==> config.mk <==
export PLATFORM = sky130hd
export DESIGN_NAME = mips_mc_ctrl
export DESIGN_NICKNAME = d
export VERILOG_FILES = /design/src/rtl/mips_mc_ctrl.sv
export SDC_FILE = /design/constraint.sdc
export NUM_CORES = 1
export LEC_CHECK = 0
export BUFFER_PORTS_ARGS = -buffer_cell sky130_fd_sc_hd__buf_2
export CORE_UTILIZATION = 44
export DETAILED_ROUTE_END_ITERATION = 16
export HOLD_SLACK_MARGIN = 0.02
export PLACE_DENSITY = 0.75
export SYNTH_ARGS = -nofsm -noshare
export SYNTH_HDL_FRONTEND = slang
export SYNTH_SLANG_ARGS = --single-unit
==> constraint.sdc <==
create_clock -name clk -period 2 [get_ports clk]
set_clock_uncertainty 0.05 [all_clocks]
set_input_delay 0.3 -clock clk [delete_from_list [all_inputs] [get_ports clk]]
set_output_delay 0.3 -clock clk [all_outputs]
set_load 0.03 [all_outputs]
==> src/rtl/mips_mc_ctrl.sv <==
// Multi-cycle MIPS main controller: FETCH/DECODE/EXEC/MEM/WB sequencer.
// Moore decode of registered state + op/funct; only beq's npc_sel follows alu_zero.
module mips_mc_ctrl #(
    parameter int unsigned MEM_LAT = 1  // legal range 1..7
) (
    input  logic        clk,
    input  logic        rst,
    input  logic [31:0] ins,
    input  logic        alu_zero,
    output logic        pc_we,
    output logic        ir_we,
    output logic        npc_sel,
    output logic        isJump,
    output logic        reg_we,
    output logic        reg_dst,
    output logic        alu_src,
    output logic [1:0]  alu_op,
    output logic        ext_op,
    output logic        mem_we,
    output logic        mem2reg,
    output logic        illegal,
    output logic [2:0]  state
);

    typedef enum logic [2:0] {
        S_FETCH  = 3'd0,
        S_DECODE = 3'd1,
        S_EXEC   = 3'd2,
        S_MEM    = 3'd3,
        S_WB     = 3'd4
    } state_t;

    typedef struct packed {
        logic       pc_we;
        logic       ir_we;
        logic       npc_sel;
        logic       is_jump;
        logic       reg_we;
        logic       reg_dst;
        logic       alu_src;
        logic [1:0] alu_op;
        logic       ext_op;
        logic       mem_we;
        logic       mem2reg;
        logic       illegal;
    } ctrl_t;

    localparam logic [5:0] OP_RTYPE = 6'h00;
    localparam logic [5:0] OP_J     = 6'h02;
    localparam logic [5:0] OP_BEQ   = 6'h04;
    localparam logic [5:0] OP_ORI   = 6'h0D;
    localparam logic [5:0] OP_LUI   = 6'h0F;
    localparam logic [5:0] OP_LW    = 6'h23;
    localparam logic [5:0] OP_SW    = 6'h2B;
    localparam logic [5:0] FN_ADDU  = 6'h21;
    localparam logic [5:0] FN_SUBU  = 6'h23;

    localparam logic [2:0] CNT_LAST = 3'(MEM_LAT - 1);

    state_t     state_q, state_d;
    logic [5:0] op_q, funct_q;
    logic [2:0] cnt_q;
    ctrl_t      c;
    logic [2:0] state_dbg;

    // Instruction fields other than op/funct belong to the datapath.
    logic unused_ins;
    assign unused_ins = ^ins[25:6];

    logic is_addu, is_subu, is_ori, is_lui, is_lw, is_sw, is_beq, is_j, is_legal;
    assign is_addu  = (op_q == OP_RTYPE) && (funct_q == FN_ADDU);
    assign is_subu  = (op_q == OP_RTYPE) && (funct_q == FN_SUBU);
    assign is_ori   = (op_q == OP_ORI);
    assign is_lui   = (op_q == OP_LUI);
    assign is_lw    = (op_q == OP_LW);
    assign is_sw    = (op_q == OP_SW);
    assign is_beq   = (op_q == OP_BEQ);
    assign is_j     = (op_q == OP_J);
    assign is_legal = is_addu | is_subu | is_ori | is_lui | is_lw | is_sw | is_beq | is_j;

    logic [1:0] alu_op_dec;
    logic       alu_src_dec, ext_op_dec;
    always_comb begin
        alu_op_dec = 2'b00;
        if (is_subu || is_beq) alu_op_dec = 2'b01;
        else if (is_ori)       alu_op_dec = 2'b10;
        else if (is_lui)       alu_op_dec = 2'b11;
    end
    assign alu_src_dec = is_ori | is_lui | is_lw | is_sw;
    assign ext_op_dec  = is_lw | is_sw | is_beq;

    always_ff @(posedge clk) begin
        if (rst) begin
            state_q <= S_FETCH;
            op_q    <= 6'd0;
            funct_q <= 6'd0;
            cnt_q   <= 3'd0;
        end else begin
            state_q <= state_d;
            if (state_q == S_FETCH) begin
                op_q    <= ins[31:26];
                funct_q <= ins[5:0];
            end
            // Held at zero outside MEM, so every MEM entry starts counting from 0.
            cnt_q <= (state_q == S_MEM) ? cnt_q + 3'd1 : 3'd0;
        end
    end

    always_comb begin
        c         = '0;
        state_d   = S_FETCH;
        state_dbg = state_q;
        case (state_q)
            S_FETCH: begin
                c.ir_we = 1'b1;
                state_d = S_DECODE;
            end
            S_DECODE: begin
                if (is_j) begin
                    c.pc_we   = 1'b1;
                    c.is_jump = 1'b1;
                end else if (!is_legal) begin
                    c.pc_we   = 1'b1;
                    c.illegal = 1'b1;
                end else begin
                    state_d = S_EXEC;
                end
            end
            S_EXEC: begin
                c.alu_op  = alu_op_dec;
                c.alu_src = alu_src_dec;
                c.ext_op  = ext_op_dec;
                if (is_beq) begin
                    c.pc_we   = 1'b1;
                    c.npc_sel = alu_zero;
                end else if (is_lw || is_sw) begin
                    state_d = S_MEM;
                end else begin
                    state_d = S_WB;
                end
            end
            S_MEM: begin
                c.alu_op  = alu_op_dec;
                c.alu_src = alu_src_dec;
                c.ext_op  = ext_op_dec;
                if (cnt_q != CNT_LAST) begin
                    state_d = S_MEM;
                end else if (is_sw) begin
                    c.mem_we = 1'b1;
                    c.pc_we  = 1'b1;
                end else begin
                    state_d = S_WB;
                end
            end
            S_WB: begin
                c.alu_op  = alu_op_dec;
                c.alu_src = alu_src_dec;
                c.ext_op  = ext_op_dec;
                c.reg_we  = 1'b1;
                c.pc_we   = 1'b1;
                c.mem2reg = is_lw;
                c.reg_dst = is_addu | is_subu;
            end
            default: begin
                state_d   = S_FETCH;
                state_dbg = 3'd0;
            end
        endcase
    end

    // Reset forces every output low in the same cycle, not just after the edge.
    assign pc_we   = rst ? 1'b0 : c.pc_we;
    assign ir_we   = rst ? 1'b0 : c.ir_we;
    assign npc_sel = rst ? 1'b0 : c.npc_sel;
    assign isJump  = rst ? 1'b0 : c.is_jump;
    assign reg_we  = rst ? 1'b0 : c.reg_we;
    assign reg_dst = rst ? 1'b0 : c.reg_dst;
    assign alu_src = rst ? 1'b0 : c.alu_src;
    assign alu_op  = rst ? 2'b00 : c.alu_op;
    assign ext_op  = rst ? 1'b0 : c.ext_op;
    assign mem_we  = rst ? 1'b0 : c.mem_we;
    assign mem2reg = rst ? 1'b0 : c.mem2reg;
    assign illegal = rst ? 1'b0 : c.illegal;
    assign state   = rst ? 3'd0 : state_dbg;

endmodule

==> results.json, run 1 <==
{
  "cp-end-kind": "output pin",
  "drive_gt1_share_pct": 43.9,
  "diodes": 0,
  "path_clk_slew_ns": 0.09,
  "crit_start": "op_q[4]",
  "place.gp.congestion": 0.900,
  "io_buffers": 30,
  "synth_nets": 169,
  "clock_latency_ns": 0.28,
  "clock-sinks": 18,
  "grt_usage_pct": 21.0,
  "yosys.area.top_type": "dfxtp_1",
  "vdd_drop_max_mv": 0.505,
  "final.setup.worst_slack_ns": -0.131,
  "netlist_area_sq_um": 972,
  "root_buffer": "clkbuf_4",
  "pin_count": 51,
  "max_slew_margin_pct": 73.7,
  "max_freq_mhz": 469,
  "postSynthAreaPerCell_sq_um": 7.37,
  "nets": 212,
  "grt_max_degree": 15,
  "place_worst_setup_slack_ns": 0.0783,
  "wl_mm": 2.52,
  "grt_pass1_vias": 926,
  "hold_slack_ns": 0.183,
  "crit_chain": "buf_6 > nor4_4 > nand2b_1 > o211ai_1 > nand4_1 > buf_6",
  "status": "finished, violations left",
  "synth_edf_count": 0,
  "initial_core_util_pct": 48.1,
  "die_w_um": 49.0,
  "cts_tree": "yes",
  "core_sq_um": 2020,
  "crit_top_cell": "buf_6",
  "cp_max_fo": 3,
  "n_fill_cell": 179,
  "postSynth.asyncResetShare_pct": 0,
  "clockBufferDepth": 2,
  "critPathSlowestCell": "dfxtp_4",
  "holdCritPathClass": "in2reg",
  "postCtsHoldBufs": 0,
  "synthFlopType": "dfxtp_1",
  "yosysWarningCount": 0,
  "violations": "setup timing",
  "hp-start": "ins[26]",
  "r2r_setup_slack_ns": 0.51,
  "critical_path_arrival_ns": 1.78,
  "tightest_slew_ns": 0.394,
  "synthTopCellsByArea": "dfxtp_1 37%, nand2_1 10%, a21oi_1 8.2%, nor2_1 4.2%, and3_1 3.9%",
  "cp.required_ns": 1.65,
  "syn2layout_area_growth_pct": 43.4,
  "maxCapViolCount": 0,
  "p_per_area_nw_per_um2": 530,
  "vias": 1050,
  "crit_path_start_kind": "flop",
  "ant_nets": 0,
  "postSynthCellCount": 132,
  "dieArea_sq_um": 2400,
  "wl_per_cell_um": 12.6,
  "cts.htree.levels": 1,
  "post_drt_via_cell_ratio": 5.25,
  "synth_commonest_cells": "27 x nand2_1, 18 x dfxtp_1, 16 x a21oi_1",
  "max_stage_delay_ns": 0.36,
  "row_count": 16,
  "p_leak_nw": 0.665,
  "synth.top_cell.area_share_pct": 37.1,
  "drtIter0Drc": 19,
  "setup_viol": 7,
  "grt-ovfl-total": 0,
  "ys_types": 36,
  "rsz0062_at_grt": "true",
  "r2r_start": "op_q[4]",
  "die_y_um": 49.0,
  "drc": 0,
  "hpwl_mm": 1.69,
  "cts_buffers": 3,
  "synth-seq-area-share_pct": 37.1,
  "criticalPathCategory": "reg2out",
  "period_minus_slack_ns": 2.13,
  "ys_seq_elements": 18,
  "finalCritPeriodShare_pct": 107,
  "grt_pass1_wl_mm": 3.92,
  "maxSlewViolCount": 0,
  "finalHoldViolCount": 0,
  "drtPass1Iterations": 4,
  "synthMostInstantiatedCell": "nand2_1",
  "grt_antenna_before_repair": 0
}
-- worst max-delay path, delay by kind of cell, from the launching register on --
family	cells	cell delay, ns
flops	1	0.36
simple gates	3	0.59
compound gates	1	0.28
buf+inv	2	0.27
-- sequential cells by signal (all words and copies together), names as in the netlist --
name and cells:
state_q 3, cnt_q 3, funct_q 6, op_q 6
-- timing repair --
item	CTS	global route
pin swaps	8	6
resized for setup	34	10
endpoints found under the setup margin	8	10
buffers inserted	7	3
-- layout by cell type, fill, tap and decap left out, types with 2 or more instances in the layout --
cell	instances
nand2_1	26
buf_2	21
buf_4	18
a21oi_1	15
dfxtp_1	12
nor2_1	8
inv_1	5
and3_1	5
nor3_1	5
buf_6	5
clkbuf_4	4
dfxtp_2	4
inv_2	3
nor2_2	3
or2_4	2
o211ai_1	2
and2b_2	2
nand3_2	2
and3b_1	2
nand4_1	2
dfxtp_4	2
-- area by class of cell --
class	count	area (sq um)	share of cell area, %
inverters	8	30.0	2.15
repair buffers	45	304	21.8
flip-flops and latches	18	373	26.8
multi-input cells	99	631	45.2
clock buffers	3	22.5	1.62
well taps	27	33.8	2.42
-- path summary, 6_finish.rpt --
path	cells past startpoint	end
max	6	pc_we
min	3	op_q[0]
max reg2reg	6	state_q[1]
min reg2reg	2	funct_q[2]
-- per-stage QoR --
step,instance area (sq um),cells,utilization [%],total power [mW],TNS (ns)
2_1_floorplan,975,132,-,0.488,0
3_3_place_gp,1160,187,57.5,0.528,0
3_5_place_dp,1160,187,57.5,0.533,0
4_1_cts,1330,197,65.8,0.731,-0.305
5_1_grt,1390,200,68.9,0.776,-1.03
6_report,1390,200,68.9,0.738,-0.501
-- cells by family after synthesis --
family	count (synthesis)	share of synthesized area, %
AOI/OAI and AO/OA	26	16.0
xor gates and xnor gates	1	0.901
adders and majority gates	2	2.57
buffers and inverters	15	6.44
DFF	18	37.1
muxes	1	1.03
and+or+nand+nor	69	36.0
-- metal layers --
metal | wire (um) | GRT usage (%)
met1 | 1110 | 24.3
met2 | 1270 | 39.1
met3 | 136 | 2.80
met4 | 13 | 7.35
met5 | 0 | 0
-- power by group --
| part | internal (mW) | switching [mW] |
|---|---|---|
| logic | 0.0812 | 0.0899 |
| registers | 0.376 | 0.0186 |
| clock network | 0.0700 | 0.102 |
Note: power is estimated with default switching activity, not from simulation.
==> run 2: changes to the inputs <==
--- a/config.mk
+++ b/config.mk
@@ -5,6 +5,7 @@
 export SDC_FILE = /design/constraint.sdc
 export NUM_CORES = 1
 export LEC_CHECK = 0
+export ABC_AREA = 1
 export BUFFER_PORTS_ARGS = -buffer_cell sky130_fd_sc_hd__buf_2
 export CORE_UTILIZATION = 44
 export DETAILED_ROUTE_END_ITERATION = 16
==> run 2 against run 1 <==
Compared with the run above:
- the flow now finishes without violations
- highest routed layer unchanged
- critical endpoint is now isJump
- count of clock-buffer cells in the layout unchanged
- clock power increased by 3%
- area after synthesis increased by 2.4%
- register-to-register slack improved by 0.29 ns
==> results.json, run 2 <==
{
  "postCtsHoldBufs": 0,
  "path_clk_slew_ns": 0.10,
  "r2r_start": "state_q[2]",
  "critPathSlowestCell": "nor4_1",
  "nets": 220,
  "post_drt_via_cell_ratio": 4.94,
  "p_leak_nw": 0.633,
  "max_freq_mhz": 517,
  "critical_path_arrival_ns": 1.58,
  "root_buffer": "clkbuf_4",
  "crit_path_start_kind": "flop",
  "cp.required_ns": 1.65,
  "vdd_drop_max_mv": 0.421,
  "grt-ovfl-total": 0,
  "multiInputGateArea_sq_um": 529,
  "drtIter0Drc": 14,
  "synth_nets": 187,
  "netlist_area_sq_um": 996,
  "synthTopCellsByArea": "dfxtp_1 36%, nor2_1 11%, inv_1 7.2%, nand2_1 6.8%, o21ai_0 6.5%",
  "die_w_um": 49.6,
  "diodes": 0,
  "cts_buffers": 3,
  "crit_chain": "inv_2 > nand2_2 > nor4_1 > and3_1 > buf_2",
  "maxSlewViolCount": 0,
  "grt_usage_pct": 18.8,
  "postSynthCellCount": 150,
  "top_regs": "funct_q (6), op_q (6)",
  "dp_cells": 205,
  "place_worst_setup_slack_ns": 0.382,
  "cts.htree.levels": 1,
  "final_cell_mix": "29 x nor2_1, 29 x buf_2, 19 x inv_1, 18 x nand2_1, 17 x dfxtp_1",
  "synthMostInstantiatedCell": "nor2_1",
  "pin_count": 51,
  "ff2ff_path_depth": 6,
  "p_per_area_nw_per_um2": 607,
  "yosys.area.top_type": "dfxtp_1",
  "grt_pass1_vias": 926,
  "holdCritPathClass": "in2reg",
  "ant_nets": 0,
  "core_sq_um": 2040,
  "period_minus_slack_ns": 1.93,
  "synth_commonest_cells": "29 x nor2_1, 19 x inv_1, 18 x dfxtp_1, 18 x nand2_1, 13 x o21ai_0",
  "grt_antenna_before_repair": 0,
  "hpwl_mm": 1.62,
  "ff_latch_area_sq_um": 362,
  "wl_mm": 2.08,
  "worst-path-buf-inv": 2,
  "drtPass1Iterations": 4,
  "max_stage_delay_ns": 0.40,
  "tns_ns": 0,
  "synthFlopType": "dfxtp_1",
  "tightest_slew_ns": 0.434,
  "dieArea_sq_um": 2460,
  "grt_pass1_wl_mm": 3.62,
  "drc": 0,
  "place.gp.congestion": 0.869,
  "max_slew_margin_pct": 70.8,
  "ys_types": 23,
  "post_cts_buffers": 0,
  "hold_slack_ns": 0.200,
  "vias": 1027,
  "rr_endpoint": "funct_q[1]",
  "synth.top_cell.area_share_pct": 36.2,
  "syn2layout_area_growth_pct": 21.4,
  "cp_max_fo": 3,
  "criticalPathCategory": "reg2out",
  "yosysWarningCount": 0,
  "clockBufferDepth": 2,
  "setup_viol": 0,
  "n_fill_cell": 206,
  "ys_seq_elements": 18,
  "cp-end-kind": "output pin",
  "io_buffers": 30,
  "stdcell_count": 208,
  "rsz0062_at_grt": "true",
  "die_y_um": 49.6,
  "maxCapViolCount": 0,
  "synth_edf_count": 0,
  "status": "complete, no violations",
  "cts_tree": "yes",
  "cp-endpoint": "isJump",
  "postSynthAreaPerCell_sq_um": 6.64,
  "crit_start": "op_q[5]",
  "clock_latency_ns": 0.29,
  "path_delay_family": "simple AND/OR/NAND/NOR gates",
  "grt_max_degree": 23,
  "initial_core_util_pct": 48.8,
  "path_depth": 5,
  "synth-seq-area-share_pct": 36.2,
  "r2r_setup_slack_ns": 0.80,
  "finalHoldViolCount": 0,
  "clock-sinks": 18,
  "postSynth.asyncResetShare_pct": 0,
  "drive_gt1_share_pct": 31.5,
  "wl_per_cell_um": 10.0,
  "row_count": 16,
  "final.setup.worst_slack_ns": 0.0652,
  "finalCritPeriodShare_pct": 96.7
}
run 2: cell types whose count changed in the layout (fill, tap and decap cells not counted), moves of 4 or more:
cell	previous run	this run
nor2_1	8	29
o21ai_0	1	13
buf_2	21	29
dfxtp_1	12	17
nor3_1	5	1
buf_4	18	3
inv_1	5	19
nand2_1	26	18
buf_6	5	0
run 2: how the worst min path moves through the flow:
stage	start	to	slack, ns	cells past startpoint
floorplan	cnt_q[0]	cnt_q[0]	0.37	1
CTS	ins[5]	funct_q[5]	0.20	3
global placement	cnt_q[0]	cnt_q[0]	0.38	1
finish	ins[5]	funct_q[5]	0.20	3
global route	ins[4]	funct_q[4]	0.23	3
detailed placement	cnt_q[0]	cnt_q[0]	0.40	1
run 2: metal layers:
metal / routed length [um] / vias up / share of wire [%] / GRT usage (%)
li1: - / 536 / - / -
met1: 987 / 459 / 47 / 22.5
met2: 966 / 28 / 46 / 32.7
met3: 80 / 4 / 3.8 / 1.85
met4: 44 / 0 / 2.1 / 10.0
met5: 0 / - / 0 / 0
run 2: kinds of logic after synthesis:
kind of cell    Yosys count  share of synthesized area, %
xor+xnor                  1                         0.880
simple gates             71                          33.4
compound gates           29                          15.3
fa+ha+maj                 2                          2.51
flops                    18                          36.2
buf+inv                  29                          11.7
run 2: final cells by class:
type                    count  share of cell area, %
repair buffers             32                   13.9
well taps                  27                   2.80
inverters                  25                   7.76
flip-flops and latches     18                   29.9
multi-input cells         103                   43.8
clock buffers               3                   1.86
run 2: repair_timing:
action,CTS,global route
resized for setup,0,4
setup endpoints to repair,0,2
hold endpoints to repair,0,0
run 2: worst min-delay path, stage by stage:
cell     delay (ns)
buf_2          0.07
o21ai_0        0.07
nor2_1         0.08
run 2: power breakdown:
part           switching [mW]  internal [mW]  total, mW
sequential             0.0167          0.384      0.401
combinational           0.101         0.0535      0.154
clock                   0.108         0.0701      0.178
run 2: metrics by stage:
stage	power [mW]	util (%)	cell area, sq um
after floorplan	0.521	-	1000
after global placement	0.556	57.7	1180
after detailed placement	0.561	57.7	1180
after CTS	0.734	58.8	1200
after global routing	0.773	59.2	1210
final	0.733	59.2	1210
==> run 3: changes to the inputs <==
--- a/config.mk
+++ b/config.mk
@@ -9,6 +9,7 @@
 export BUFFER_PORTS_ARGS = -buffer_cell sky130_fd_sc_hd__buf_2
 export CORE_UTILIZATION = 44
 export DETAILED_ROUTE_END_ITERATION = 16
+export GPL_TIMING_DRIVEN = 0
 export HOLD_SLACK_MARGIN = 0.02
 export PLACE_DENSITY = 0.75
 export SYNTH_ARGS = -nofsm -noshare
==> constraint.sdc (replaced) <==
create_clock -name clk -period 2.16 [get_ports clk]
set_clock_uncertainty 0.05 [all_clocks]
set_input_delay 0.324 -clock clk [delete_from_list [all_inputs] [get_ports clk]]
set_output_delay 0.324 -clock clk [all_outputs]
set_load 0.03 [all_outputs]
==> run 3 against run 2 <==
Compared with the run above:
- final cell count rose by 0.96%
- die area unchanged
- setup slack improved by 0.13 ns
- global-route usage grew 0.26 points
- sequential cell count is the same
- routed wire length shrank 1.2%
- first-iteration DRC count is 79% lower
- critical path depth rose by 4
- final area is 1.0% higher
- via count fell by 1.7%
- total power down 2.5%
- non-clock buffer count up 1
- largest power group unchanged
==> results.json, run 3 (synthesis gave the netlist of run 2 again) <==
{
  "cts_tree": "yes",
  "max_freq_mhz": 510,
  "crit_chain": "inv_1 > ha_1 > nand2_1 > nor2_2 > nand2_1 > nand2_1 > nor2_1 > a21oi_2 > clkbuf_4",
  "grt_usage_pct": 19.0,
  "finalCritPeriodShare_pct": 90.8,
  "initial_core_util_pct": 48.8,
  "drtIter0Drc": 3,
  "period_minus_slack_ns": 1.96,
  "max_slew_margin_pct": 70.5,
  "place.gp.congestion": 0.913,
  "seqPwrFrac_pct": 51.9,
  "criticalPathCategory": "reg2out",
  "root_buffer": "clkbuf_4",
  "p_per_area_nw_per_um2": 586,
  "nets": 221,
  "cts_buffers": 3,
  "p_switching_mw": 0.207,
  "rsz0062_at_grt": "false",
  "clockPowerShare_pct": 28.3,
  "postCtsHoldBufs": 0,
  "stdcell_count": 210,
  "hpwl_mm": 1.70,
  "grt_pass1_wl_mm": 3.66,
  "top_regs": "funct_q (6), op_q (6)",
  "drive_gt1_share_pct": 32.2,
  "pin_count": 51,
  "crit_path_start_kind": "flop",
  "p_leak_nw": 0.633,
  "crit_start": "cnt_q[0]",
  "vias": 1010,
  "drtPass1Iterations": 4,
  "hp-start": "ins[4]",
  "ant_nets": 0,
  "diodes": 0,
  "tns_ns": 0,
  "syn2layout_area_growth_pct": 22.6,
  "tightest_slew_ns": 0.439,
  "die_y_um": 49.6,
  "swShare_pct": 29.0,
  "cp_max_fo": 3,
  "maxSlewViolCount": 0,
  "power_mw": 0.715,
  "vdd_drop_max_mv": 0.473,
  "final_cell_mix": "31 x buf_2, 28 x nor2_1, 19 x inv_1, 18 x nand2_1, 18 x dfxtp_1",
  "maxCapViolCount": 0,
  "grt_pass1_vias": 889,
  "status": "complete, no violations",
  "r2r_start": "state_q[0]",
  "clock-sinks": 18,
  "final_util_pct": 59.8,
  "setup_viol": 0,
  "cts.htree.levels": 1,
  "dp_cells": 206,
  "die_w_um": 49.6,
  "clockBufferDepth": 2,
  "dieArea_sq_um": 2460,
  "cp-end-kind": "output pin",
  "placed_area_sq_um": 1180,
  "critical_path_arrival_ns": 1.59,
  "holdCritPathClass": "in2reg",
  "finalHoldViolCount": 0,
  "cp.required_ns": 1.79,
  "post_drt_via_cell_ratio": 4.81,
  "final_common_cell": "buf_2",
  "p_comb_share_pct": 19.8,
  "wl_mm": 2.05,
  "wl_per_cell_um": 9.78,
  "io_buffers": 29,
  "grt-ovfl-total": 0,
  "power.internal_mw": 0.508,
  "grt_max_degree": 11,
  "drc": 0,
  "path_clk_slew_ns": 0.10,
  "clock_latency_ns": 0.29,
  "crit_top_cell": "nand2_1",
  "grt_antenna_before_repair": 0,
  "max_stage_delay_ns": 0.38,
  "row_count": 16,
  "core_sq_um": 2040,
  "stdcell_area_sq_um": 1220,
  "critPathSlowestCell": "dfxtp_1"
}
## run 3: cell types whose count changed in the layout (fill, tap and decap cells not counted)
cell	previous run	this run
buf_2	29	31
buf_4	3	1
nor2_2	6	7
dfxtp_1	17	18
nor2_1	29	28
nand2_2	2	3
dfxtp_2	1	0
nand2_4	1	0
clkbuf_8	0	1
clkbuf_4	3	4
## run 3: per-layer routing
layer	GRT usage, %	wire length [um]	part of all wire [%]
met1	24.2	1010	49
met2	32.0	908	44
met3	2.16	93	4.5
met4	8.57	44	2.1
met5	0	0	0
## run 3: metrics by stage
stage | hold WS (ns) | setup slack (ns)
floorplan | 0.367 | 0.199
global placement | 0.381 | 0.524
detailed placement | 0.393 | 0.518
global route | 0.230 | 0.0151
finish | 0.224 | 0.199
CTS | 0.221 | 0.187
## run 3: final timing paths
kind,end,slack (ns),cells after the start
worst max-delay path,pc_we,0.20,9
worst min-delay path,funct_q[4],0.22,3
worst max register to register,op_q[0],0.93,5
worst min register to register,funct_q[2],0.41,2
## run 3: final cells by class
cell class | count | area, sq um
Fill cell | 203 | 821
Multi-Input combinational cell | 103 | 527
Sequential cell | 18 | 360
Timing Repair Buffer | 29 | 148
Inverter | 25 | 93.8
Clock buffer | 4 | 36.3
Tap cell | 27 | 33.8
Buffer | 4 | 22.5
## run 3: what timing repair did
action,4_1_cts,5_1_grt
setup endpoints to repair,0,1
setup buffers,0,0
gates resized for setup,0,2
## run 3: power groups by stage
stage,sequential [mW],combinational (mW),clock [mW]
floorplan,0.376,0.107,0
global placement,0.378,0.139,0
detailed placement,0.379,0.142,0
CTS,0.371,0.142,0.208
global route,0.374,0.163,0.220
finish,0.371,0.142,0.202
## run 3: worst max-delay path, delay by kind of cell (launching register included)
kind	cells	cell delay, ns
buf+inv	2	0.24
flops	1	0.38
compound gates	1	0.07
fa+ha+maj	1	0.18
simple gates	5	0.44
